`config.mk`:
```
export PLATFORM = sky130hd
export DESIGN_NAME = ps2_host_tx
export DESIGN_NICKNAME = d
export VERILOG_FILES = /design/src/rtl/ps2_host_tx.sv
export SDC_FILE = /design/constraint.sdc
export NUM_CORES = 1
export LEC_CHECK = 0
export ABC_AREA = 1
export BUFFER_PORTS_ARGS = -buffer_cell sky130_fd_sc_hd__clkbuf_2
export CORE_ASPECT_RATIO = 1.75
export CORE_UTILIZATION = 55
export DETAILED_ROUTE_END_ITERATION = 16
export PLACE_DENSITY = 0.84
export SKIP_LAST_GASP = 1
export SYNTH_ARGS = -nofsm -noshare
export SYNTH_HDL_FRONTEND = slang
export SYNTH_SLANG_ARGS = --single-unit
```
`constraint.sdc`:
```
create_clock -name iClk -period 1.85 [get_ports iClk]
set_input_delay 0.2775 -clock iClk [delete_from_list [all_inputs] [get_ports iClk]]
set_output_delay 0.2775 -clock iClk [all_outputs]
set_load 0.01 [all_outputs]
```
`src/rtl/ps2_host_tx.sv`:
```
// ps2_host_tx: PS/2 host-to-device command transmitter (request-to-send, odd parity, ACK check)
module ps2_host_tx #(
  parameter int INHIBIT_CYCLES = 5000,
  parameter int TIMEOUT_CYCLES = 750000
) (
  input  logic       iClk,
  input  logic       iReset_n,
  input  logic       iPs2_Clk,
  input  logic       iPs2_Data,
  input  logic       iStart,
  input  logic [7:0] iData,
  output logic       oBusy,
  output logic       oDone,
  output logic [1:0] oErr,
  output logic       oPs2_Clk_Oe,
  output logic       oPs2_Data_Oe
);
  localparam int IW = $clog2(INHIBIT_CYCLES + 1);
  localparam int TW = $clog2(TIMEOUT_CYCLES + 1);
  typedef enum logic [2:0] {IDLE, INHIBIT, REQ, SEND, ACK, WAIT_IDLE, DONE} state_t;
  state_t state;
  logic [1:0] clkSync, dataSync;
  logic clkPrev;
  logic [9:0] frame;
  logic [3:0] bitCnt;
  logic [IW-1:0] inhCnt;
  logic [TW-1:0] toCnt;
  logic ps2Clk, ps2Data, fe, timeout;
  assign ps2Clk = clkSync[1];
  assign ps2Data = dataSync[1];
  assign fe = clkPrev & ~ps2Clk;
  assign timeout = (toCnt == TW'(TIMEOUT_CYCLES - 1));
  always_ff @(posedge iClk or negedge iReset_n)
    if (!iReset_n) begin
      state <= IDLE;
      clkSync <= 2'b11;
      dataSync <= 2'b11;
      clkPrev <= 1'b1;
      frame <= '0;
      bitCnt <= '0;
      inhCnt <= '0;
      toCnt <= '0;
      oBusy <= 1'b0;
      oDone <= 1'b0;
      oErr <= 2'b00;
      oPs2_Clk_Oe <= 1'b0;
      oPs2_Data_Oe <= 1'b0;
    end else begin
      clkSync <= {clkSync[0], iPs2_Clk};
      dataSync <= {dataSync[0], iPs2_Data};
      clkPrev <= ps2Clk;
      oDone <= 1'b0;
      // saturating watchdog, armed from clock release until completion
      if (state inside {SEND, ACK, WAIT_IDLE} && toCnt != TW'(TIMEOUT_CYCLES))
        toCnt <= toCnt + 1'b1;
      if (timeout && state inside {SEND, ACK, WAIT_IDLE}) begin
        oPs2_Data_Oe <= 1'b0;
        oErr <= 2'b10;
        oDone <= 1'b1;
        state <= DONE;
      end else
        case (state)
          IDLE:
            if (iStart) begin
              frame <= {1'b1, ~^iData, iData};
              bitCnt <= '0;
              inhCnt <= '0;
              oErr <= 2'b00;
              oBusy <= 1'b1;
              oPs2_Clk_Oe <= 1'b1;
              state <= INHIBIT;
            end
          INHIBIT:
            if (inhCnt == IW'(INHIBIT_CYCLES - 1)) begin
              oPs2_Data_Oe <= 1'b1;
              state <= REQ;
            end else
              inhCnt <= inhCnt + 1'b1;
          REQ: begin
            oPs2_Clk_Oe <= 1'b0;
            toCnt <= '0;
            state <= SEND;
          end
          SEND:
            if (fe) begin
              oPs2_Data_Oe <= ~frame[bitCnt];
              bitCnt <= bitCnt + 1'b1;
              if (bitCnt == 4'd9) state <= ACK;
            end
          ACK:
            if (fe) begin
              bitCnt <= bitCnt + 1'b1;
              if (ps2Data) begin
                oErr <= 2'b01;
                oDone <= 1'b1;
                state <= DONE;
              end else
                state <= WAIT_IDLE;
            end
          WAIT_IDLE:
            if (ps2Clk && ps2Data) begin
              oErr <= 2'b00;
              oDone <= 1'b1;
              state <= DONE;
            end
          DONE: begin
            oBusy <= 1'b0;
            state <= IDLE;
          end
          default: state <= IDLE;
        endcase
    end
endmodule

```
==> out/qor.csv <==
metric,value,unit
register bit total from synthesis,61,
Routed WL,8570,um
core area,0.00628,mm2
clock buffer depth,2,
startpoint class of the critical path,flip-flop,
Max Freq,0.577,GHz
Yosys top cell area share,38.6,%
I/O pins,19,
Via Count,3370,
max_cap viols,0,
Cell Int Power,3.35,mW
hpwl dp,5920,um
residual DRC count,0,
"EDFF count, synth",0,
status,"finished, final reports clean",
CP max FO,8,
total gr overflow,0,
cell area after synthesis,0.00363,mm2
antenna-violating nets left,0,
WS Path Type,reg2reg,
max-slew violations,0,
Die Wd,63.4,um
Layout Area Growth over Synthesis,17.1,%
sequential share of the synthesized area,42.2,%
initial antenna violation count,0,
largest net degree at the start of global routing,62,
Worst slew margin,63.4,%
clock skew,0.00782,ns
Hold Slack,0.187,ns
"Data arrival, critical path",1.97,ns
CP cell instances,ha_4 > inv_1 > nor3_2 > nand3_1 > nor2_1 > nor2_2 > nand3_4 > buf_4 > nand2_1 > o21ai_1,
post-synth top area cell,dfrtp_1,
pre-CTS setup slack,-0.0136,ns
die area,0.00695,mm2
"Power, Total",5.66,mW
DR vias/cell,5.52,
cell with the most instances after synthesis,nand2_1,
share of cells above drive strength 1,18.8,%
combinational fraction of design power,41.5,%
VDD IR max,0.000784,V
Synth top cells by count,"138 x nand2_1, 56 x dfrtp_1, 55 x nor2_1",
sequential power share,35.7,%
Async SR Flop Fraction,100,%
routability cong.,0.967,
CP Capture Type,flip-flop,
Worst Hold Class,in2reg,
PD cells,1330,mW/mm2
switching part of the total,40.8,%
net switching power,2.31,mW
Synthesis Warnings,0,
Worst EP required,2.09,ns
Worst Tran Pin Value,0.544,ns
fin crit share,93.6,%
max incr delay on CP,0.46,ns
# nets final,544,
Main synth FF type,dfrtp_1,
vias in the first global route,3237,
synth top area cells,"dfrtp_1 39%, nand2_1 14%, nor2_1 5.7%",
Final setup violation count,0,
"Hold Vio Cnt, Final",0,
"Buf+Inv Stages, Crit Path",2,
H-tree levels,3,
WL/cell,14.0,um
synth unique cells,34,
Total GRT Usage,26.0,%
Die Y,110,um
Initial Utilization,57.9,%
leak pwr,1.98,nW
diode count,0,
Layout Utilization,67.8,%
starting DRC count in detailed routing,224,
"Slowest-stage cell, CP",dfrtp_2,
Mapped Avg Cell Area,7.60,um2
Mapped Cells,478,
clock latency at the later pin of the worst-skew pair,0.35,ns
fin cells,611,
number of port buffers,18,
"CTS clk-pin slew, worst paths",0.07,ns
fin crit period,1.73,ns
placed cell count,579,
CTS tree,built,
clk sinks,61,
FP Rows,38,
root buffer cell,clkbuf_8,
crit-path leading delay family,simple AND/OR/NAND/NOR gates,
clock power share,22.8,%
first-pass GRT wire length,13900,um
Pre-Repair DR Iteration Count,5,
Syn Nets,496,
TritonCTS buffer count,9,
setup slack after layout,0.118,ns
-- worst register-to-register path, cell delays in order (launching register included) --
cell and delay [ns]:
dfrtp_2 0.46, ha_4 0.19, inv_1 0.10, nor3_2 0.06, nand3_1 0.16, nor2_1 0.08
nor2_2 0.13, nand3_4 0.14, buf_4 0.18, nand2_1 0.06, o21ai_1 0.06
-- state kept, by name (all words and copies together), names as in the netlist --
| register | count |
|---|---|
| bitCnt | 4 |
| clkPrev | 1 |
| clkSync | 2 |
| dataSync | 2 |
| frame | 10 |
| inhCnt | 13 |
| oBusy | 1 |
| oDone | 1 |
| oErr | 2 |
| oPs2_Clk_Oe | 1 |
| oPs2_Data_Oe | 1 |
| state | 3 |
| toCnt | 20 |
-- cell families (layout without fill, tap and decap cells) --
| family | Yosys count | after routing | share of synthesized area (%) |
|---|---|---|---|
| flops | 61 | 61 | 42.2 |
| xor+xnor | 27 | 27 | 6.51 |
| buf+inv | 57 | 110 | 6.86 |
| fa+ha+maj | 5 | 5 | 1.72 |
| mux | 5 | 5 | 1.55 |
| compound gates | 59 | 59 | 9.03 |
| simple gates | 264 | 264 | 32.1 |
-- path summary, 6_finish.rpt --
path	cells past startpoint	start	endpoint	slack [ns]
max in group asynchronous	3	iReset_n	dataSync[0]	1.08
min in group asynchronous	3	iReset_n	inhCnt[10]	0.46
min	2	iData[1]	frame[1]	0.19
min reg2reg	0	dataSync[0]	dataSync[1]	0.36
max	10	inhCnt[0]	inhCnt[8]	0.12
max reg2reg	10	inhCnt[0]	inhCnt[8]	0.12
-- final cells by class --
| type | instances | area, um2 |
|---|---|---|
| well taps | 80 | 100 |
| clock buffers | 9 | 124 |
| flip-flops and latches | 61 | 1540 |
| inverters | 47 | 179 |
| fillers | 517 | 2020 |
| repair buffers | 47 | 340 |
| multi-input cells | 360 | 1880 |
| clock inverters | 7 | 90.1 |
-- metal layers --
| layer | GRT usage [%] | routed length (um) | vias to the layer above |
|---|---|---|---|
| li1 | - | - | 1637 |
| met1 | 27.0 | 3170 | 1598 |
| met2 | 44.9 | 4600 | 91 |
| met3 | 5.08 | 290 | 44 |
| met4 | 20.9 | 505 | 0 |
| met5 | 0 | 0 | - |
-- repair_timing --
| action | 4_1_cts | 5_1_grt |
|---|---|---|
| hold buffers | 3 | 0 |
| setup buffers | 0 | 13 |
| endpoints found under the hold margin | 58 | 0 |
| resized for setup | 1 | 12 |
| endpoints found under the setup margin | 4 | 30 |
| pin swaps | 0 | 5 |
-- power groups by stage --
stage / combinational, mW / clock [mW] / sequential, mW
after floorplan: 1.63 / 0 / 1.92
after global placement: 1.99 / 0 / 2.01
after detailed placement: 2.05 / 0 / 2.03
after CTS: 2.07 / 1.33 / 2.01
after global routing: 2.63 / 1.37 / 2.06
final: 2.35 / 1.29 / 2.02
-- layout by cell type, fill, tap and decap left out, types with 2 or more instances in the layout --
cell type / netlist / final
dlygate4sd3_1: 0 / 3
a31oi_1: 2 / 2
nor3_1: 8 / 7
o21ai_1: 8 / 8
o211ai_1: 4 / 4
clkinv_2: 0 / 3
ha_1: 5 / 4
nand3_1: 36 / 36
a21oi_1: 30 / 30
xor2_1: 14 / 14
nand4_1: 10 / 10
clkbuf_2: 0 / 18
inv_1: 40 / 40
mux2_2: 5 / 5
nand2_1: 138 / 137
nor2_1: 55 / 52
nor2_2: 3 / 5
clkinvlp_4: 0 / 2
o21ai_0: 11 / 11
buf_4: 0 / 24
clkbuf_8: 0 / 9
buf_12: 0 / 2
nand3b_1: 4 / 4
dfrtp_1: 56 / 53
nor2_4: 2 / 3
nand3_2: 2 / 2
inv_2: 7 / 6
dfstp_2: 5 / 5
xnor2_1: 13 / 13
nand2_2: 2 / 3
bufinv_16: 0 / 2
dfrtp_2: 0 / 3
-- through the flow --
step	cell area (um2)	TNS [ns]
after floorplan	3630	0
after global placement	3860	0
after detailed placement	3860	-0.0456
after CTS	4110	0
after global routing	4250	-0.00218
final	4250	0
No activity file was read; power rests on OpenSTA's default activity.
